===== src/rtl/obi_rr_arbiter_pkg.sv =====
`default_nettype none
// ============================================================================
// Module  : obi_rr_arbiter_pkg
// Brief   : OBI channel types, configuration and index-width helper.
// Revision: 1.0 - initial release
// ============================================================================
package obi_rr_arbiter_pkg;

    localparam int unsigned c_addr_width = 32;
    localparam int unsigned c_data_width = 32;
    localparam int unsigned c_id_width   = 4;

    typedef struct packed {
        logic UseRReady;
        logic Integrity;
    } obi_cfg_t;

    localparam obi_cfg_t ObiDefaultConfig = '{UseRReady: 1'b0, Integrity: 1'b0};

    typedef struct packed {
        logic [c_addr_width-1:0]   addr;
        logic                      we;
        logic [c_data_width/8-1:0] be;
        logic [c_data_width-1:0]   wdata;
        logic [c_id_width-1:0]     aid;
        logic                      a_optional;
    } obi_a_chan_t;

    typedef struct packed {
        obi_a_chan_t a;
        logic        req;
        logic        rready;
    } obi_req_t;

    typedef struct packed {
        logic [c_data_width-1:0] rdata;
        logic [c_id_width-1:0]   rid;
        logic                    err;
        logic                    r_optional;
    } obi_r_chan_t;

    typedef struct packed {
        logic        gnt;
        logic        rvalid;
        obi_r_chan_t r;
    } obi_rsp_t;

    // A single manager still needs a 1-bit index so the FIFO has a data path.
    function automatic int unsigned idx_width(input int unsigned num);
        return (num > 1) ? $clog2(num) : 1;
    endfunction

endpackage
`default_nettype wire


===== src/rtl/obi_arb_idx_fifo.sv =====
`default_nettype none
// ============================================================================
// Module  : obi_arb_idx_fifo
// Brief   : Manager-index FIFO for in-order response routing (no fall-through).
// Revision: 1.0 - initial release
// ============================================================================
module obi_arb_idx_fifo #(
    parameter int unsigned DEPTH = 4,
    parameter int unsigned WIDTH = 2
) (
    input  logic                         clk,
    input  logic                         rst,
    input  logic                         push,
    input  logic                         pop,
    input  logic [WIDTH-1:0]             data_in,
    output logic [WIDTH-1:0]             head,
    output logic                         full,
    output logic                         empty,
    output logic [$clog2(DEPTH+1)-1:0]   count
);

    localparam int unsigned c_ptr_width = (DEPTH > 1) ? $clog2(DEPTH) : 1;
    localparam int unsigned c_cnt_width = $clog2(DEPTH + 1);

    logic [WIDTH-1:0]       r_mem [DEPTH];
    logic [c_ptr_width-1:0] r_wr_ptr;
    logic [c_ptr_width-1:0] r_rd_ptr;
    logic [c_cnt_width-1:0] r_count;
    logic                   w_do_push;
    logic                   w_do_pop;

    // Explicit compare-and-clear keeps non-power-of-two depths correct.
    function automatic logic [c_ptr_width-1:0] ptr_inc(input logic [c_ptr_width-1:0] p);
        return (p == c_ptr_width'(DEPTH - 1)) ? '0 : p + 1'b1;
    endfunction

    assign full      = (r_count == c_cnt_width'(DEPTH));
    assign empty     = (r_count == '0);
    assign count     = r_count;
    assign w_do_push = push && !full;
    assign w_do_pop  = pop && !empty;

    always_comb begin
        head = r_mem[0];
        for (int k = 0; k < int'(DEPTH); k++) begin
            if (r_rd_ptr == c_ptr_width'(k)) head = r_mem[k];
        end
    end

    always_ff @(posedge clk) begin
        if (rst) begin
            r_wr_ptr <= '0;
            r_rd_ptr <= '0;
            r_count  <= '0;
            for (int k = 0; k < int'(DEPTH); k++) r_mem[k] <= '0;
        end else begin
            for (int k = 0; k < int'(DEPTH); k++) begin
                if (w_do_push && (r_wr_ptr == c_ptr_width'(k))) r_mem[k] <= data_in;
            end
            if (w_do_push) r_wr_ptr <= ptr_inc(r_wr_ptr);
            if (w_do_pop)  r_rd_ptr <= ptr_inc(r_rd_ptr);
            case ({w_do_push, w_do_pop})
                2'b10:   r_count <= r_count + 1'b1;
                2'b01:   r_count <= r_count - 1'b1;
                default: r_count <= r_count;
            endcase
        end
    end

endmodule
`default_nettype wire


===== src/rtl/obi_rr_arbiter.sv =====
`default_nettype none
// ============================================================================
// Module  : obi_rr_arbiter
// Brief   : Round-robin N:1 OBI arbiter with grant lock and in-order R routing.
// Revision: 1.0 - initial release
// ============================================================================
module obi_rr_arbiter
    import obi_rr_arbiter_pkg::*;
#(
    parameter obi_cfg_t    ObiCfg    = ObiDefaultConfig,
    parameter type         obi_req_t = obi_rr_arbiter_pkg::obi_req_t,
    parameter type         obi_rsp_t = obi_rr_arbiter_pkg::obi_rsp_t,
    parameter int unsigned NumMgr    = 4,
    parameter int unsigned MaxTrans  = 4
) (
    input  logic     clk_i,
    input  logic     rst_i,
    input  obi_req_t sbr_req_i [NumMgr],
    output obi_rsp_t sbr_rsp_o [NumMgr],
    output obi_req_t mgr_req_o,
    input  obi_rsp_t mgr_rsp_i
);

    localparam int unsigned c_idx_width = idx_width(NumMgr);
    localparam int unsigned c_cnt_width = $clog2(MaxTrans + 1);

    logic [c_idx_width-1:0] r_rr;
    logic                   r_lock;
    logic [c_idx_width-1:0] r_lock_idx;

    logic [NumMgr-1:0]      w_req_vec;
    logic                   w_any_req;
    logic [c_idx_width-1:0] w_sel;
    logic [c_idx_width-1:0] w_head;
    logic                   w_head_rready;
    logic                   w_rready;
    logic                   w_mgr_req;
    logic                   w_push;
    logic                   w_pop;
    logic                   w_full;
    logic                   w_empty;
    logic [c_cnt_width-1:0] w_fifo_count;
    logic                   w_unused_count;

    // Lowest offset from the round-robin pointer wins; the downward loop lets it overwrite.
    function automatic logic [c_idx_width-1:0] rr_pick(input logic [c_idx_width-1:0] start,
                                                       input logic [NumMgr-1:0]      reqs);
        rr_pick = start;
        for (int k = int'(NumMgr) - 1; k >= 0; k--) begin
            for (int j = 0; j < int'(NumMgr); j++) begin
                if (reqs[j] && (32'(j) == ((32'(start) + 32'(k)) % NumMgr))) begin
                    rr_pick = c_idx_width'(j);
                end
            end
        end
    endfunction

    always_comb begin
        w_req_vec     = '0;
        w_head_rready = 1'b0;
        for (int j = 0; j < int'(NumMgr); j++) begin
            w_req_vec[j] = sbr_req_i[j].req;
            if (w_head == c_idx_width'(j)) w_head_rready = sbr_req_i[j].rready;
        end
    end

    assign w_any_req = |w_req_vec;
    assign w_sel     = r_lock ? r_lock_idx : rr_pick(r_rr, w_req_vec);
    assign w_mgr_req = w_any_req && !w_full;
    assign w_push    = w_mgr_req && mgr_rsp_i.gnt;
    assign w_rready  = ObiCfg.UseRReady ? w_head_rready : 1'b1;
    // A stray rvalid with nothing outstanding is swallowed rather than popped.
    assign w_pop     = mgr_rsp_i.rvalid && !w_empty && w_rready;

    always_comb begin
        mgr_req_o = '0;
        for (int j = 0; j < int'(NumMgr); j++) begin
            if (w_sel == c_idx_width'(j)) mgr_req_o.a = sbr_req_i[j].a;
        end
        mgr_req_o.req    = w_mgr_req;
        mgr_req_o.rready = w_rready;
    end

    for (genvar i = 0; i < int'(NumMgr); i++) begin : g_rsp
        always_comb begin
            sbr_rsp_o[i]        = '0;
            sbr_rsp_o[i].r      = mgr_rsp_i.r;
            sbr_rsp_o[i].gnt    = w_push && (w_sel == c_idx_width'(i));
            sbr_rsp_o[i].rvalid = mgr_rsp_i.rvalid && !w_empty && (w_head == c_idx_width'(i));
        end
    end

    always_ff @(posedge clk_i) begin
        if (rst_i) begin
            r_rr       <= '0;
            r_lock     <= 1'b0;
            r_lock_idx <= '0;
        end else if (w_push) begin
            r_rr   <= (w_sel == c_idx_width'(NumMgr - 1)) ? '0 : w_sel + 1'b1;
            r_lock <= 1'b0;
        end else if (w_mgr_req) begin
            r_lock     <= 1'b1;
            r_lock_idx <= w_sel;
        end
    end

    obi_arb_idx_fifo #(
        .DEPTH (MaxTrans),
        .WIDTH (c_idx_width)
    ) u_idx_fifo (
        .clk     (clk_i),
        .rst     (rst_i),
        .push    (w_push),
        .pop     (w_pop),
        .data_in (w_sel),
        .head    (w_head),
        .full    (w_full),
        .empty   (w_empty),
        .count   (w_fifo_count)
    );

    assign w_unused_count = ^w_fifo_count;

`ifdef OBI_ASSERT_ON
    if (NumMgr < 1 || MaxTrans < 1) begin : g_bad_param
        $error("obi_rr_arbiter: NumMgr and MaxTrans must be at least 1");
    end
    if (ObiCfg.Integrity) begin : g_no_integrity
        $error("obi_rr_arbiter: integrity signals are not supported");
    end
    for (genvar i = 0; i < int'(NumMgr); i++) begin : g_a_stable
        a_stable: assert property (@(posedge clk_i) disable iff (rst_i)
            (sbr_req_i[i].req && !sbr_rsp_o[i].gnt) |=> $stable(sbr_req_i[i].a))
            else $error("A channel changed while waiting for grant");
    end
    no_push_full: assert property (@(posedge clk_i) disable iff (rst_i)
        !(w_push && w_full)) else $error("push while full");
    no_pop_empty: assert property (@(posedge clk_i) disable iff (rst_i)
        !(mgr_rsp_i.rvalid && w_empty)) else $error("rvalid with no outstanding transaction");
`endif

endmodule
`default_nettype wire


===== config.mk =====
export PLATFORM = sky130hd
export DESIGN_NAME = obi_rr_arbiter
export DESIGN_NICKNAME = d
export VERILOG_FILES = /design/src/rtl/obi_rr_arbiter_pkg.sv /design/src/rtl/obi_arb_idx_fifo.sv /design/src/rtl/obi_rr_arbiter.sv
export SDC_FILE = /design/constraint.sdc
export NUM_CORES = 1
export LEC_CHECK = 0
export CORE_AREA = 5 5 226 228
export DETAILED_ROUTE_END_ITERATION = 10
export DIE_AREA = 0 0 231 233
export SETUP_SLACK_MARGIN = 0.15
export SLEW_MARGIN = 10
export SYNTH_ARGS = -nofsm -noshare
export SYNTH_HDL_FRONTEND = slang
export SYNTH_HIERARCHICAL = 1
export SYNTH_SLANG_ARGS = --single-unit

===== constraint.sdc =====
create_clock -name clk_i -period 8.6 [get_ports clk_i]
set_clock_uncertainty 0.1 [all_clocks]
set_input_delay 1.72 -clock clk_i [delete_from_list [all_inputs] [get_ports clk_i]]
set_output_delay 1.72 -clock clk_i [all_outputs]
set_load 0.1 [all_outputs]

==> qor.log, run 1 <==
[yosys] Netlist cell types 49
[grt] pin count of the biggest net entering global routing 64
[power] Total Power 2.156 mW
[worst_setup_path] combined buffer and inverter count along the critical path 4
[job] Max Cap Viol 0
[grt] antenna violations before repair 0
[clock_network] clock buffers created by TritonCTS 3
[clock_network] clock latency on the worst-skew pair 0.25 ns
[hold_path] worst hold path type reg -> reg
[worst_setup_path] Worst Path Arrival 6.07 ns
[worst_setup_path] cell-by-cell trace of the critical path clkdlybuf4s50_1, o22a_1, o21ai_1, a221o_1, a21oi_2, inv_1, ha_1, nor2b_4, buf_4, a22oi_1, nor2_1, a21oi_1, o21ai_0, buf_4
[timing] Fmax achieved 0.1268 GHz
[status] run status completed
[timing] unrepaired setup endpoints after global routing false
[hold_path] cell count of the worst hold path 2
[route] Post-DRT Antenna Nets 0
[grt] global-route congestion overflow total 0
[yosys] fraction of the yosys area taken by sequential cells 10.54%
[placed_design] Port Buffers 386
[worst_setup_path] Setup Crit Path Kind in -> out
[yosys] top post-synthesis cells by area sky130_fd_sc_hd__buf_4 25%, sky130_fd_sc_hd__a22oi_1 12%, sky130_fd_sc_hd__a21oi_1 8.9%
[worst_setup_path] category of the worst setup path capture point output pin
[yosys] most common cell in the synthesized netlist sky130_fd_sc_hd__buf_4
[clock_network] CTS Root Buffer Type sky130_fd_sc_hd__clkbuf_16
[floorplanning] initial cell density of the core 9.370%
[yosys] syn_area_per_cell 6.366 sq um
[floorplanning] Total Die Area 53,820 sq um
[worst_setup_path] cell mode on critical path sky130_fd_sc_hd__buf_4
[yosys] share of synthesized registers carrying an async set or reset 0%
[worst_setup_path] crit path max fanout 40
[timing] transition time at the pin with the least slew margin 1.081 ns
[route] via total after detailed routing 5,654
[worst_setup_path] total stage count of the critical path 14
[power] static leakage 2.908 nW
[clock_network] TritonCTS clock tree done
[yosys] total standard cell area after synthesis 4558 sq um
[route] Vias/cell 3.686
[route] Post-route DRC 0
[timing] final clock period utilization by the worst path 91.72%
[clock_network] clock slew at the register clock pins of the worst setup and hold paths 0.05 ns
[clock_network] number of buffers on the longest clock path 2
[timing] Setup TNS Final 0 ns
[final_layout] antenna diode instance count 0
[placed_design] final RePlAce weighted congestion 0.9229
[clock_network] TritonCTS sink count 20
[route] 1st-iter DRT viols 336
[clock_network] CTS resizes 0
[worst_setup_path] Req. time, crit path 6.78 ns
[yosys] share of the synthesized area in the top cell type 25.36%
[timing] number of hold violations in the final report 0
[yosys] post-synthesis cell type with the largest combined area sky130_fd_sc_hd__buf_4
[grt] vias in the first global route 5,642
[worst_setup_path] cell family with the largest share of critical-path delay buffers and inverters
[worst_setup_path] CP max stage cell sky130_fd_sc_hd__nor2b_4
[floorplanning] overall die width 231 um
[clock_network] Post-CTS Setup Inserts 0
[yosys] number of synthesis warnings 6
[yosys] Synth Flop Type sky130_fd_sc_hd__dfxtp_1
[yosys] number of nets produced by synthesis 1,075
[power] largest vdd supply drop 0.1564 mV
[power] Power Dens Cells 274.3 nW/um^2
[route] number of detailed-route iterations in the first pass 5
[timing] relative slew slack 27.92%
[final_layout] fraction of layout cells with a size suffix above 1 12.72%
[timing] Final Critical Period 7.888 ns
[grt] global-route wire length before repair 33,290 um
[route] wire length per cell after detailed routing 15.72 um
[yosys] most frequent cells after synthesis 154 x sky130_fd_sc_hd__buf_4, 86 x sky130_fd_sc_hd__nor2_1, 81 x sky130_fd_sc_hd__a21oi_1, 80 x sky130_fd_sc_hd__nand2_1, 73 x sky130_fd_sc_hd__a22oi_1
[floorplanning] standard-cell rows 81
[timing] final number of max-transition violations 0
[timing] number of endpoints failing setup at the final stage 0
[worst_setup_path] worst stage delay on the critical path 0.88 ns
[floorplanning] core area 48,650 sq um
[grt] global-route total usage across every layer 7.938%
[placed_design] placed wire-length estimate 20,170 um
[route] wire length reported by the detailed router 24,120 um
[final_layout] layout-stage area growth over the synthesis result 72.44%
[yosys] count of flip-flops with a built-in enable after synthesis 8
[clock_network] total of hold buffers inserted after clock tree synthesis 0
[yosys] count of state elements after synthesis 20
[worst_setup_path] length in cells of the worst reg-to-reg path 12
[floorplanning] Die Height 233 um
[final_layout] NumNets Final 1,272
[clock_network] H-tree level count 1
[worst_setup_path] Startpoint Class input pin
[floorplanning] I/O Pins 582
[yosys] instance count of the mapped netlist 716
-- path summary, 6_finish.rpt --
kind	from	endpoint	slack, ns
worst min register to register	r_lock_idx[1]$_SDFFE_PP0P_	r_lock_idx[1]$_SDFFE_PP0P_	0.40
worst max register to register	u_idx_fifo/count[2]$_SDFFE_PP0P_	u_idx_fifo/count[2]$_SDFFE_PP0P_	5.49
worst min-delay path	r_lock_idx[1]$_SDFFE_PP0P_	r_lock_idx[1]$_SDFFE_PP0P_	0.40
worst max-delay path	sbr_req_i[153]	mgr_req_o[25]	0.71
-- logic make-up (layout without fill, tap and decap cells) --
logic type / count (synthesis) / count (layout) / share of synthesized area [%]
fa+ha+maj: 13 / 13 / 3.733
xor+xnor: 2 / 2 / 0.3844
mux: 5 / 5 / 1.153
buf+inv: 219 / 415 / 31.51
other cells: 1 / 1 / 0.08227
simple gates: 204 / 204 / 19.65
flops: 20 / 20 / 10.54
compound gates: 252 / 252 / 32.94
-- flip-flops by register name, indices dropped and copies added, names as in the netlist --
name,cells
u_idx_fifo/r_mem,8
u_idx_fifo/count,3
r_lock_idx,2
r_rr,2
u_idx_fifo/r_rd_ptr,2
u_idx_fifo/r_wr_ptr,2
r_lock,1
-- layout by cell type (no fill, tap or decap), types with 4 or more instances in the layout --
cell type | synthesis | layout
sky130_fd_sc_hd__and3_2 | 5 | 5
sky130_fd_sc_hd__edfxtp_1 | 8 | 8
sky130_fd_sc_hd__nor2b_1 | 7 | 6
sky130_fd_sc_hd__ha_1 | 12 | 9
sky130_fd_sc_hd__o21ai_1 | 51 | 51
sky130_fd_sc_hd__a21oi_1 | 81 | 81
sky130_fd_sc_hd__nor3_1 | 6 | 6
sky130_fd_sc_hd__a22oi_1 | 73 | 73
sky130_fd_sc_hd__clkdlybuf4s50_1 | 0 | 309
sky130_fd_sc_hd__and3_1 | 6 | 6
sky130_fd_sc_hd__nand2_1 | 80 | 80
sky130_fd_sc_hd__o21ai_0 | 29 | 29
sky130_fd_sc_hd__dfxtp_1 | 12 | 12
sky130_fd_sc_hd__inv_1 | 12 | 12
sky130_fd_sc_hd__a21o_1 | 4 | 4
sky130_fd_sc_hd__buf_4 | 154 | 89
sky130_fd_sc_hd__nor2_1 | 86 | 86
-- final cells by class --
class                   count  area [sq um]
fillers                  5508         40790
repair buffers            399          3781
flip-flops and latches     20         480.5
clock buffers               4         88.84
multi-input cells         477          2686
inverters                  12         45.04
well taps                 622         778.2
-- where the power goes --
group / leakage (nW) / internal, mW / total [mW] / switching [mW]
clock network: 0.0442 / 0.0708 / 0.104 / 0.0333
registers: 0.183 / 0.116 / 0.134 / 0.0172
logic: 2.68 / 0.481 / 1.92 / 1.44
-- tightest hold or removal path: cells and delay by family, from the launching register on --
family,cells,cell delay (ns)
and+or+nand+nor,1,0.10
AOI/OAI and AO/OA,1,0.05
DFF,1,0.31
-- routing by layer --
metal | routed length, um | global-route usage, % | share of wire, % | up-vias
met5 | 0 | 0 | 0 | -
met3 | 2632 | 3.270 | 11 | 36
met4 | 1104 | 3.418 | 4.6 | 0
met2 | 12440 | 14.52 | 52 | 413
met1 | 7937 | 7.925 | 33 | 2482
li1 | - | - | - | 2723
-- stage by stage --
step                util (%)  hold WS [ns]  cells  setup slack [ns]  area, sq um
floorplan                  -        0.3715    716             1.228         4558
global placement       15.97        0.3888   1530            0.8328         7771
detailed placement     15.97        0.3972   1530            0.7643         7771
CTS                    16.16        0.4030   1534            0.7528         7860
global route           16.16        0.4457   1534            0.5043         7860
finish                 16.16        0.4043   1534            0.7119         7860
(Power assumes the default switching activity.)
==> inputs of run 2 (changes only) <==
--- a/config.mk
+++ b/config.mk
@@ -5,9 +5,13 @@
 export SDC_FILE = /design/constraint.sdc
 export NUM_CORES = 1
 export LEC_CHECK = 0
-export CORE_AREA = 5 5 226 228
+export CAP_MARGIN = 10
+export CELL_PAD_IN_SITES_DETAIL_PLACEMENT = 0
+export CELL_PAD_IN_SITES_GLOBAL_PLACEMENT = 1
+export CORE_AREA = 5 5 220 222
 export DETAILED_ROUTE_END_ITERATION = 10
-export DIE_AREA = 0 0 231 233
+export DIE_AREA = 0 0 225 227
+export PLACE_DENSITY_LB_ADDON = 0.1
 export SETUP_SLACK_MARGIN = 0.15
 export SLEW_MARGIN = 10
 export SYNTH_ARGS = -nofsm -noshare
==> qor.log, run 2 (same netlist as run 1, synthesis figures left out) <==
[route] Post-DRT Antenna Nets 0 [unchanged]
[clock_network] clock buffers created by TritonCTS 3 [unchanged]
[route] Vias/cell 3.562 [-3.4%]
[timing] Fmax achieved 0.1396 GHz [+10%]
[worst_setup_path] CP max stage cell sky130_fd_sc_hd__clkdlybuf4s50_1
[grt] global-route congestion overflow total 0 [unchanged]
[worst_setup_path] Req. time, crit path 6.78 ns [about the same]
[timing] Final Critical Period 7.162 ns [-0.7262 ns]
[floorplanning] Die Height 227 um [-2.6%]
[worst_setup_path] critical path launch point sbr_req_i[153]
[power] largest vdd supply drop 0.1449 mV [-7.4%]
[placed_design] Placement Cell Area 7818 sq um [+0.60%]
[status] run status completed
[clock_network] H-tree level count 1 [unchanged]
[placed_design] number of cells in the design after placement 1,517 [-0.85%]
[clock_network] TritonCTS sink count 20 [unchanged]
[hold_path] worst hold path type reg -> reg
[placed_design] worst setup slack before clock tree synthesis 1.341 ns [+0.5768 ns]
[final_layout] Final Instance Count excl. Fillers 1,525 [-0.59%]
[worst_setup_path] cell-by-cell trace of the critical path clkdlybuf4s50_1, o22a_1, o21ai_1, a221o_1, a21oi_2, inv_1, ha_1, nor2b_4, buf_4, a22oi_1, nor2_1, a21oi_1, o21ai_1, buf_4
[timing] final number of max-transition violations 0 [unchanged]
[floorplanning] core area 46,160 sq um [-5.1%]
[final_layout] Biggest register u_idx_fifo/r_mem
[placed_design] placed wire-length estimate 25,630 um [+27%]
[clock_network] total of hold buffers inserted after clock tree synthesis 0 [unchanged]
[grt] antenna violations before repair 9 [+9]
[floorplanning] I/O Pins 582 [unchanged]
[floorplanning] Total Die Area 51,080 sq um [-5.1%]
[worst_setup_path] category of the worst setup path capture point output pin
[worst_setup_path] Setup Crit Path Kind in -> out
[worst_setup_path] r2r startpoint u_idx_fifo/count[2]$_SDFFE_PP0P_
[floorplanning] standard-cell rows 79 [-2.5%]
[worst_setup_path] termination of the worst setup path mgr_req_o[49]
[final_layout] most frequent standard cell in the layout excluding fill and tap cells sky130_fd_sc_hd__clkdlybuf4s50_1
[placed_design] final RePlAce weighted congestion 0.7159 [-22%]
[timing] unrepaired setup endpoints after global routing false
[timing] relative slew slack 32.06% [+4.1 points]
[timing] slack of the critical path 1.438 ns [+0.7262 ns]
[timing] number of hold violations in the final report 0 [unchanged]
[job] Max Cap Viol 0 [unchanged]
[grt] pin count of the biggest net entering global routing 75 [+17%]
[worst_setup_path] setup slack of the worst register-to-register path 5.45 ns [-0.04 ns]
[power] static leakage 2.939 nW [+1.1%]
[grt] global-route total usage across every layer 10.95% [+3.0 points]
[grt] global-route wire length before repair 41,520 um [+25%]
[worst_setup_path] RR Endpoint u_idx_fifo/count[2]$_SDFFE_PP0P_
[route] Post-route DRC 0 [unchanged]
[clock_network] CTS Root Buffer Type sky130_fd_sc_hd__clkbuf_16
[clock_network] clock slew at the register clock pins of the worst setup and hold paths 0.06 ns [about the same]
[worst_setup_path] Worst Path Arrival 5.34 ns [-0.73 ns]
[final_layout] layout-stage area growth over the synthesis result 74.03%
[clock_network] TritonCTS clock tree done
[route] wire length reported by the detailed router 30,080 um [+25%]
[final_layout] fraction of layout cells with a size suffix above 1 12.91% [+0.19 points]
[floorplanning] overall die width 225 um [-2.6%]
[power] Power Dens Cells 279.9 nW/um^2 [+2.1%]
[timing] minimum hold slack 0.4004 ns [-0.003850 ns]
[grt] vias in the first global route 5,845 [+3.6%]
[placed_design] Port Buffers 386 [unchanged]
[clock_network] Post-CTS Setup Inserts 0 [unchanged]
[final_layout] number of flip-flops under the largest register name 8 [unchanged]
[final_layout] commonest non-fill, non-tap cells in the layout 309 x sky130_fd_sc_hd__clkdlybuf4s50_1, 87 x sky130_fd_sc_hd__buf_4, 86 x sky130_fd_sc_hd__nor2_1
[worst_setup_path] length in cells of the worst reg-to-reg path 12 [unchanged]
[final_layout] post-route design area 7933 sq um [+0.92%]
[clock_network] CTS resizes 0 [unchanged]
[clock_network] number of buffers on the longest clock path 2 [unchanged]
[timing] number of endpoints failing setup at the final stage 0 [unchanged]
[final_layout] utilization of the core after routing 17.18% [+1.0 points]
[route] number of detailed-route iterations in the first pass 5 [unchanged]
[worst_setup_path] Startpoint Class input pin
[route] wire length per cell after detailed routing 19.72 um [+25%]
[power] Total Power 2.221 mW [+3.0%]
[final_layout] NumNets Final 1,274 [+0.16%]
[route] 1st-iter DRT viols 147 [-56%]
[worst_setup_path] worst stage delay on the critical path 0.65 ns [-0.23 ns]
[timing] transition time at the pin with the least slew margin 1.016 ns [-0.06524 ns]
[timing] Setup TNS Final 0 ns [unchanged]
[worst_setup_path] crit path max fanout 29 [-28%]
[timing] final clock period utilization by the worst path 83.28% [-8.4 points]
[floorplanning] initial cell density of the core 9.875% [+0.50 points]
[route] via total after detailed routing 5,432 [-3.9%]
[clock_network] clock latency on the worst-skew pair 0.26 ns [about the same]
run 2: changes by cell type in the layout (fill, tap and decap cells not counted), sizes merged:
cell	before	now
buf	90	92
clkbuf	4	3
diode	0	4
bufinv	0	1
run 2: layer usage:
layer	track usage, %	vias up	wire length [um]	part of all wire (%)
met5	0	-	49	0.16
met4	1.512	8	387	1.3
met3	5.248	20	3162	11
met2	21.12	315	16460	55
met1	10.90	2363	10020	33
li1	-	2726	-	-
run 2: layout make-up:
cell class | instances | area [sq um]
antenna | 4 | 10.01
clock buffer | 3 | 75.07
clock inverter | 1 | 30.03
fill | 5338 | 38230
inverter | 12 | 45.04
multi-input combinational | 477 | 2686
sequential | 20 | 480.5
tap | 607 | 759.5
timing repair buffer | 401 | 3846
run 2: report_power, final:
group | internal (mW) | switching (mW) | leakage (nW)
registers | 0.116 | 0.0178 | 0.183
clock network | 0.0924 | 0.0371 | 0.0511
logic | 0.492 | 1.47 | 2.71
total | 0.700 | 1.52 | 2.94
run 2: worst min path at each step:
stage | from | to | cells past startpoint
2_1_floorplan | r_lock_idx[0]$_SDFFE_PP0P_ | r_lock_idx[0]$_SDFFE_PP0P_ | 2
3_3_place_gp | r_lock_idx[1]$_SDFFE_PP0P_ | r_lock_idx[1]$_SDFFE_PP0P_ | 2
3_5_place_dp | r_lock_idx[1]$_SDFFE_PP0P_ | r_lock_idx[1]$_SDFFE_PP0P_ | 2
4_1_cts | r_lock_idx[1]$_SDFFE_PP0P_ | r_lock_idx[1]$_SDFFE_PP0P_ | 2
5_1_grt | r_lock_idx[1]$_SDFFE_PP0P_ | r_lock_idx[1]$_SDFFE_PP0P_ | 2
6_report | r_lock_idx[1]$_SDFFE_PP0P_ | r_lock_idx[1]$_SDFFE_PP0P_ | 2
run 2: critical path: cells and delay by family:
kind            cells  cell delay, ns
compound gates      7            1.65
simple gates        2            0.28
buf+inv             4            1.36
fa+ha+maj           1            0.30
==> inputs of run 3 (changes only) <==
--- a/config.mk
+++ b/config.mk
@@ -8,9 +8,9 @@
 export CAP_MARGIN = 10
 export CELL_PAD_IN_SITES_DETAIL_PLACEMENT = 0
 export CELL_PAD_IN_SITES_GLOBAL_PLACEMENT = 1
-export CORE_AREA = 5 5 220 222
+export CORE_AREA = 5 5 222 224
 export DETAILED_ROUTE_END_ITERATION = 10
-export DIE_AREA = 0 0 225 227
+export DIE_AREA = 0 0 227 229
 export PLACE_DENSITY_LB_ADDON = 0.1
 export SETUP_SLACK_MARGIN = 0.15
 export SLEW_MARGIN = 10
==> constraint.sdc (replaced) <==
create_clock -name clk_i -period 6.5 [get_ports clk_i]
set_clock_uncertainty 0.1 [all_clocks]
set_input_delay 1.3 -clock clk_i [delete_from_list [all_inputs] [get_ports clk_i]]
set_output_delay 1.3 -clock clk_i [all_outputs]
set_load 0.1 [all_outputs]
==> qor.log, run 3 (same netlist as run 1, synthesis figures left out) <==
[timing] number of hold violations in the final report 0 [unchanged]
[placed_design] placed wire-length estimate 25,510 um [-0.49%]
[power] largest vdd supply drop 0.1529 mV [+5.6%]
[route] 1st-iter DRT viols 162 [+10%]
[clock_network] TritonCTS clock tree done
[clock_network] clock latency on the worst-skew pair 0.26 ns [about the same]
[grt] busiest metal layer after global routing met2
[route] via total after detailed routing 5,366 [-1.2%]
[grt] global-route track usage on met2 20.42% [-0.70 points]
[grt] vias in the first global route 5,663 [-3.1%]
[clock_network] total of hold buffers inserted after clock tree synthesis 0 [unchanged]
[floorplanning] I/O Pins 582 [unchanged]
[floorplanning] Die Height 229 um [+0.88%]
[timing] Final Critical Period 6.077 ns
[route] number of detailed-route iterations in the first pass 4 [-1]
[grt] GR Layer Usage met1 11.29% [+0.39 points]
[clock_network] CTS resizes 0 [unchanged]
[worst_setup_path] crit path max fanout 76 [+160%]
[route] Vias/cell 3.509 [-1.5%]
[grt] global-route total usage across every layer 10.92% [-0.023 points]
[worst_setup_path] CP max stage cell sky130_fd_sc_hd__clkdlybuf4s50_1
[clock_network] H-tree level count 1 [unchanged]
[route] Post-DRT Antenna Nets 0 [unchanged]
[final_layout] commonest non-fill, non-tap cells in the layout 308 x sky130_fd_sc_hd__clkdlybuf4s50_1, 86 x sky130_fd_sc_hd__nor2_1, 82 x sky130_fd_sc_hd__buf_12
[timing] number of endpoints failing setup at the final stage 0 [unchanged]
[worst_setup_path] category of the worst setup path capture point output pin
[route] wire length reported by the detailed router 30,030 um [-0.17%]
[clock_network] number of buffers on the longest clock path 2 [unchanged]
[placed_design] Port Buffers 386 [unchanged]
[floorplanning] standard-cell rows 80 [+1.3%]
[timing] unrepaired setup endpoints after global routing false
[timing] transition time at the pin with the least slew margin 0.9897 ns [-0.02618 ns]
[timing] Fmax achieved 0.1646 GHz
[floorplanning] Total Die Area 51,980 sq um [+1.8%]
[final_layout] layout-stage area growth over the synthesis result 94.56%
[worst_setup_path] cell-by-cell trace of the critical path clkdlybuf4s50_1, o22a_1, o21ai_1, a221o_1, a21oi_2, buf_4, ha_2, buf_12, a22oi_1, nor2_1, a21oi_1, o21ai_1, buf_12
[route] Post-route DRC 0 [unchanged]
[timing] relative slew slack 33.81% [+1.8 points]
[status] run status completed
[clock_network] clock slew at the register clock pins of the worst setup and hold paths 0.06 ns [about the same]
[power] Power Dens Cells 392.6 nW/um^2 [+40%]
[final_layout] number of flip-flops under the largest register name 8 [unchanged]
[floorplanning] core area 47,150 sq um [+2.1%]
[route] wire length per cell after detailed routing 19.64 um [-0.43%]
[final_layout] Final Instance Count excl. Fillers 1,529 [+0.26%]
[worst_setup_path] Startpoint Class input pin
[timing] final number of max-transition violations 0 [unchanged]
[final_layout] utilization of the core after routing 18.81% [+1.6 points]
[hold_path] worst hold path type reg -> reg
[grt] global-route congestion overflow total 0 [unchanged]
[worst_setup_path] Setup Crit Path Kind in -> out
[worst_setup_path] Req. time, crit path 5.10 ns [-1.68 ns]
[final_layout] most frequent standard cell in the layout excluding fill and tap cells sky130_fd_sc_hd__clkdlybuf4s50_1
[floorplanning] overall die width 227 um [+0.89%]
[clock_network] TritonCTS sink count 20 [unchanged]
[grt] antenna violations before repair 6 [-3]
[job] Max Cap Viol 0 [unchanged]
[final_layout] Biggest register u_idx_fifo/r_mem
[worst_setup_path] worst stage delay on the critical path 0.65 ns [about the same]
[final_layout] fraction of layout cells with a size suffix above 1 12.73% [-0.18 points]
[floorplanning] initial cell density of the core 9.668% [-0.21 points]
[final_layout] NumNets Final 1,271 [-0.24%]
[power] static leakage 3.222 nW [+9.6%]
[timing] Setup TNS Final 0 ns [unchanged]
[grt] global-route wire length before repair 41,950 um [+1.0%]
[clock_network] clock buffers created by TritonCTS 3 [unchanged]
[worst_setup_path] Worst Path Arrival 4.68 ns [-0.66 ns]
[grt] pin count of the biggest net entering global routing 77 [+2.7%]
[clock_network] Post-CTS Setup Inserts 0 [unchanged]
[power] Total Power 3.481 mW [+57%]
[timing] final clock period utilization by the worst path 93.49%
[clock_network] CTS Root Buffer Type sky130_fd_sc_hd__clkbuf_16
[grt] Global Route met3 Usage 5.135% [-0.11 points]
[placed_design] final RePlAce weighted congestion 0.7632 [+6.6%]
[placed_design] number of cells in the design after placement 1,522 [+0.33%]
run 3: cell count changes in the layout (fill, tap and decap cells not counted):
cell / previous run / this run
sky130_fd_sc_hd__diode_2: 4 / 3
sky130_fd_sc_hd__buf_4: 87 / 8
sky130_fd_sc_hd__ha_2: 0 / 1
sky130_fd_sc_hd__clkdlybuf4s50_1: 309 / 308
sky130_fd_sc_hd__o21ai_1: 51 / 75
sky130_fd_sc_hd__ha_4: 3 / 2
sky130_fd_sc_hd__buf_12: 5 / 82
sky130_fd_sc_hd__o21ai_0: 29 / 5
run 3: layout make-up:
class | count | area, sq um
sequential | 20 | 480.5
fill | 5271 | 38280
inverter | 12 | 45.04
antenna | 3 | 7.507
clock buffer | 3 | 75.07
timing repair buffer | 398 | 4785
clock inverter | 1 | 30.03
multi-input combinational | 477 | 2676
tap | 615 | 769.5
run 3: report_power, final:
group	internal [mW]	total [mW]	switching (mW)	leakage, nW
sequential	0.154	0.177	0.0235	0.183
clock	0.122	0.174	0.0514	0.0511
combinational	1.08	3.13	2.05	2.99
run 3: final timing paths:
| check | start | to | slack (ns) | depth (start not counted) |
|---|---|---|---|---|
| worst max-delay path | sbr_req_i[153] | mgr_req_o[10] | 0.42 | 13 |
| worst min-delay path | r_lock_idx[0]$_SDFFE_PP0P_ | r_lock_idx[0]$_SDFFE_PP0P_ | 0.41 | 2 |
| worst min register to register | r_lock_idx[0]$_SDFFE_PP0P_ | r_lock_idx[0]$_SDFFE_PP0P_ | 0.41 | 2 |
| worst max register to register | u_idx_fifo/count[2]$_SDFFE_PP0P_ | u_idx_fifo/count[2]$_SDFFE_PP0P_ | 3.35 | 12 |
run 3: metal layers:
| layer | vias to the layer above | share of wire, % |
|---|---|---|
| li1 | 2727 | - |
| met1 | 2327 | 35 |
| met2 | 268 | 54 |
| met3 | 36 | 9.9 |
| met4 | 8 | 1.5 |
| met5 | - | 0.18 |
run 3: worst max-delay path: cells and delay by family:
kind	cells	cell delay, ns
AOI/OAI and AO/OA	7	1.43
adders and majority gates	1	0.25
buffers and inverters	4	1.36
and+or+nand+nor	1	0.19
run 3: through the flow:
stage	cell area (sq um)	worst slack, ns	hold slack, ns
after floorplan	4558	0.7099	0.3715
after global placement	8756	0.4328	0.3941
after detailed placement	8756	0.4168	0.4001
after CTS	8861	0.3965	0.4110
after global routing	8861	0.2152	0.4273
final	8869	0.4233	0.4062
==> RTL change 1, RTL diff (settings of run 3) <==
Make the reset (`rst` and `rst_i`) asynchronous in 2 clocked blocks.
--- a/src/rtl/obi_arb_idx_fifo.sv
+++ b/src/rtl/obi_arb_idx_fifo.sv
@@ -48,5 +48,5 @@
     end
 
-    always_ff @(posedge clk) begin
+    always_ff @(posedge clk or posedge rst) begin
         if (rst) begin
             r_wr_ptr <= '0;
--- a/src/rtl/obi_rr_arbiter.sv
+++ b/src/rtl/obi_rr_arbiter.sv
@@ -91,5 +91,5 @@
     end
 
-    always_ff @(posedge clk_i) begin
+    always_ff @(posedge clk_i or posedge rst_i) begin
         if (rst_i) begin
             r_rr       <= '0;
Check against the original RTL: not equivalent (a bounded check fails within 4 cycles, from zero or initial values and one cycle with rst_i high; the reset may be asserted at any time).
==> RTL change 1 against run 3 <==
  * Via count is 0.67% higher
  * Design area grew 6.4%
  * Hold slack worse by 0.00054 ns
  * First-iteration DRC count down 27%
  * Synthesized area grew 1.9%
  * Sequential cell count unchanged
  * Worst setup slack improved by 0.24 ns
  * Cell count fell by 4.6%
  * Count of clock-buffer cells in the layout increased by 1
  * Routed wire length rose by 5.4%
  * Register-to-register slack gained 0.69 ns
  * Critical path type unchanged
Power is left out: the tool's default activity adds up to more than one toggle a clock period on the data nets, which glitch-free logic cannot reach.
==> RTL change 1: results <==
{
  "reg2reg_slack_ns": 4.04,
  "dp_hpwl_um": 26200,
  "slowest_delay_ns": 0.62,
  "syn_nets": 989,
  "synth_common_cells": "buf_4 (154), nand2_1 (85), nor2b_1 (77)",
  "fillerInstances": 5173,
  "met1_usage_pct": 12.6,
  "grt_use_total_pct": 11.3,
  "use_met2_pct": 20.0,
  "grtUsageMet3_pct": 5.71,
  "detail_route.wl_per_cell_um": 21.7,
  "drt_iter0_markers": 119,
  "synthTopCellsByArea": "buf_4 (25%), a221oi_1 (14%), o31ai_1 (12%)",
  "yosysSeqAreaShare_pct": 10.8,
  "outcome": "finished, final reports clean",
  "ys.flop_type": "dfrtp_1",
  "grt_max_degree": 57,
  "grt_pass1_wl_um": 43500,
  "async_reset_ff_share_pct": 100,
  "synth_cell_types": 39,
  "final_nets": 1196,
  "place_congestion": 0.745,
  "timing.rr.end": "u_idx_fifo/count[2]",
  "antenna_found_initial": 17,
  "min_to": "u_idx_fifo/r_mem[5]",
  "reg2reg_from": "u_idx_fifo/count[0]",
  "preCtsSetupSlack_ns": 0.532,
  "vias": 5402,
  "grt_pass1_vias": 5638
}
[RTL change 1: cell families (layout without fill, tap and decap cells)]
logic type	Yosys count	count (layout)	synth area share (%)
other	1	9	0.0808
adder cells (fa/ha/maj)	13	13	3.66
multiplexers	20	20	4.85
AND/OR/NAND/NOR	191	191	21.8
buffers and inverters	215	421	30.0
AO/OA/AOI/OAI	167	167	28.3
XOR/XNOR	3	3	0.566
flip-flops	20	20	10.8
[RTL change 1: critical path: cells and delay by family]
family                   cells  cell delay (ns)
adder cells (fa/ha/maj)      1             0.23
AND/OR/NAND/NOR              1             0.26
AO/OA/AOI/OAI                5             1.36
buffers and inverters        3             1.25
[RTL change 1: metal layers]
layer  vias up  share of wire (%)
li1       2535                  -
met1      2506                 38
met2       313                 49
met3        26                 12
met4        22               0.33
met5         -               0.62
[RTL change 1: cell type report]
cell class / instances / area, um^2 / share of cell area (%)
Inverter: 12 / 45.0 / 0.477
Sequential cell: 20 / 500 / 5.30
Timing Repair Buffer: 405 / 4850 / 51.4
Multi-Input combinational cell: 395 / 3160 / 33.5
Clock buffer: 4 / 88.8 / 0.942
Antenna cell: 8 / 20.0 / 0.212
Tap cell: 615 / 769 / 8.16
[RTL change 1: per-stage QoR]
stage               area [um^2]  hold WS, ns  cells
finish                     9440        0.406   1459
global route               9430        0.428   1455
CTS                        9420        0.409   1451
detailed placement         9330        0.394   1447
global placement           9330        0.388   1447
floorplan                  5010        0.375    630
[RTL change 1: worst max-delay path by stage]
stage | start | end | slack (ns)
after floorplan | sbr_req_i[153] | mgr_req_o[74] | 0.20
after global placement | sbr_req_i[229] | mgr_req_o[50] | 0.51
after detailed placement | sbr_req_i[229] | mgr_req_o[4] | 0.53
after CTS | sbr_req_i[229] | mgr_req_o[4] | 0.52
after global routing | sbr_req_i[229] | mgr_req_o[57] | 0.39
final | sbr_req_i[153] | mgr_req_o[25] | 0.66
==> RTL change 2, RTL diff (config.mk and constraints of run 3) <==
Without the edit above. Set the package constant `c_id_width` to 3 (it was 4).
--- a/src/rtl/obi_rr_arbiter_pkg.sv
+++ b/src/rtl/obi_rr_arbiter_pkg.sv
@@ -9,5 +9,5 @@
     localparam int unsigned c_addr_width = 32;
     localparam int unsigned c_data_width = 32;
-    localparam int unsigned c_id_width   = 4;
+    localparam int unsigned c_id_width   = 3;
 
     typedef struct packed {
Interface: changed (resized mgr_req_o, mgr_rsp_i, sbr_req_i and sbr_rsp_o); port bits go from 582 to 572. No check against the original RTL was run, so the function may have changed too.
==> RTL change 2 against run 3 <==
  * Via count down 0.60%
  * Routed wire length down 2.5%
  * Synthesized area down 1.4%
  * Worst setup slack better by 0.14 ns
  * Clock power down 27%
  * Count of clock-buffer cells in the layout up 1
  * Hold slack worse by 0.0037 ns
  * Sequential cell count unchanged
  * Design area down 0.78%
  * Sequential share of layout area about the same
  * Largest power group unchanged
  * Total power down 2.0%
  * Non-clock buffer count down 1
  * Cell count down 0.33%
  * Critical path type unchanged
==> RTL change 2: results <==
{
  "critPathLaunch": "sbr_req_i[151]",
  "final_nets": 1260,
  "synth_common_cells": "buf_4 (150), nor2_1 (85), a21oi_1 (80)",
  "clk_pin_slew_ns": 0.05,
  "top_register": "u_idx_fifo/r_mem",
  "cp.arrival_ns": 4.54,
  "grt_pass1_wl_um": 40600,
  "clock_latency_ns": 0.25,
  "numCtsBuffers": 3,
  "synthTopCellsByArea": "buf_4 (25%), a22oi_1 (12%), a21oi_1 (8.9%)",
  "outcome": "finished, final reports clean",
  "hp-class": "flip-flop to flip-flop",
  "drive_gt1_share_pct": 13.0,
  "synth_cell_types": 48,
  "p_leak_nw": 3.20,
  "clockBufferDepth": 2,
  "tns_ns": 0,
  "largest_register_ffs": 8,
  "antenna_found_initial": 6,
  "grt_pass1_vias": 5692,
  "ys.flop_type": "dfxtp_1",
  "vdd_drop_max_mv": 0.227,
  "reg2reg_from": "u_idx_fifo/count[2]",
  "cts_max_level": 1,
  "drt_iter0_markers": 193,
  "hold_start": "r_lock_idx[0]",
  "fillerInstances": 5271,
  "final_cell_count_no_fill": 1524,
  "crit_fanout": 75,
  "vias": 5334,
  "place_congestion": 0.714,
  "synth_edf_count": 8,
  "yosysSeqAreaShare_pct": 10.7,
  "detail_route.wl_per_cell_um": 19.2,
  "cts.repair.resized": 0,
  "dr.pass1.iters": 4,
  "portBuffers": 381,
  "async_reset_ff_share_pct": 0,
  "syn_nets": 1060,
  "grt_max_degree": 76,
  "yosys_warnings": 6,
  "grt_use_total_pct": 10.5,
  "avgSynthCellArea_um2": 6.37,
  "dp_hpwl_um": 24500,
  "worst_pin_slew_ns": 0.989,
  "root_buffer": "clkbuf_16"
}
RTL change 2: cell types whose count changed after synthesis:
cell / before / now
a21oi_1: 81 / 80
a22oi_1: 73 / 72
buf_1: 1 / 0
buf_2: 17 / 14
buf_4: 154 / 150
clkbuf_1: 33 / 36
nand2_1: 80 / 79
nor2_1: 86 / 85
o21ai_0: 29 / 57
o21ai_1: 51 / 22
RTL change 2: power breakdown:
part / internal, mW / switching [mW] / leakage [nW] / total (mW)
logic: 1.08 / 2.03 / 2.98 / 3.11
clock network: 0.0834 / 0.0433 / 0.0382 / 0.127
registers: 0.154 / 0.0234 / 0.183 / 0.177
total: 1.31 / 2.10 / 3.20 / 3.41
RTL change 2: layer usage:
layer | share of wire (%) | track usage [%] | up-vias
li1 | - | - | 2704
met3 | 11 | 5.07 | 39
met5 | 0.089 | 0 | -
met1 | 33 | 10.1 | 2322
met4 | 2.1 | 2.41 | 4
met2 | 54 | 20.1 | 265
RTL change 2: timing repair:
action	4_1_cts	5_1_grt
setup buffers	0	3
hold buffers	0	0
setup endpoints to repair	0	17
endpoints found under the hold margin	0	0
RTL change 2: worst paths after layout:
| check | depth (start not counted) | slack [ns] | endpoint |
|---|---|---|---|
| worst min-delay path | 2 | 0.40 | r_lock_idx[0] |
| worst max register to register | 12 | 3.37 | u_idx_fifo/count[2] |
| worst min register to register | 2 | 0.40 | r_lock_idx[0] |
| worst max-delay path | 13 | 0.56 | mgr_req_o[17] |
RTL change 2: stage by stage:
stage	total power [mW]	setup slack, ns	area, um^2
after floorplan	2.47	0.750	4500
after global placement	3.34	0.247	8680
after detailed placement	3.33	0.261	8680
after CTS	3.46	0.241	8750
after global routing	3.58	0.325	8800
final	3.41	0.565	8800
RTL change 2: final cells by class:
type | instances | area (um^2) | share of cell area, %
flip-flops and latches | 20 | 480 | 5.46
well taps | 615 | 769 | 8.74
inverters | 12 | 45.0 | 0.512
diodes | 4 | 10.0 | 0.114
multi-input cells | 472 | 2660 | 30.2
clock buffers | 4 | 78.8 | 0.896
repair buffers | 397 | 4750 | 54.0
RTL change 2: worst max-delay path, cell delays in order:
cell and delay (ns):
clkdlybuf4s50_1 0.65, o22a_1 0.19, o21ai_1 0.05, a221o_1 0.39, a21oi_2 0.19, buf_4 0.20, ha_4 0.18, buf_12 0.32
a22oi_1 0.22, nor2_1 0.20, a21oi_1 0.06, o21ai_1 0.23, buf_12 0.21
RTL change 2: kinds of logic after synthesis:
group / count (synthesis) / synth area share, %
AO/OA/AOI/OAI: 249 / 33.0
XOR/XNOR: 2 / 0.390
adder cells (fa/ha/maj): 13 / 3.79
buffers and inverters: 214 / 31.1
flip-flops: 20 / 10.7
multiplexers: 5 / 1.17
other: 1 / 0.0834
AND/OR/NAND/NOR: 202 / 19.8
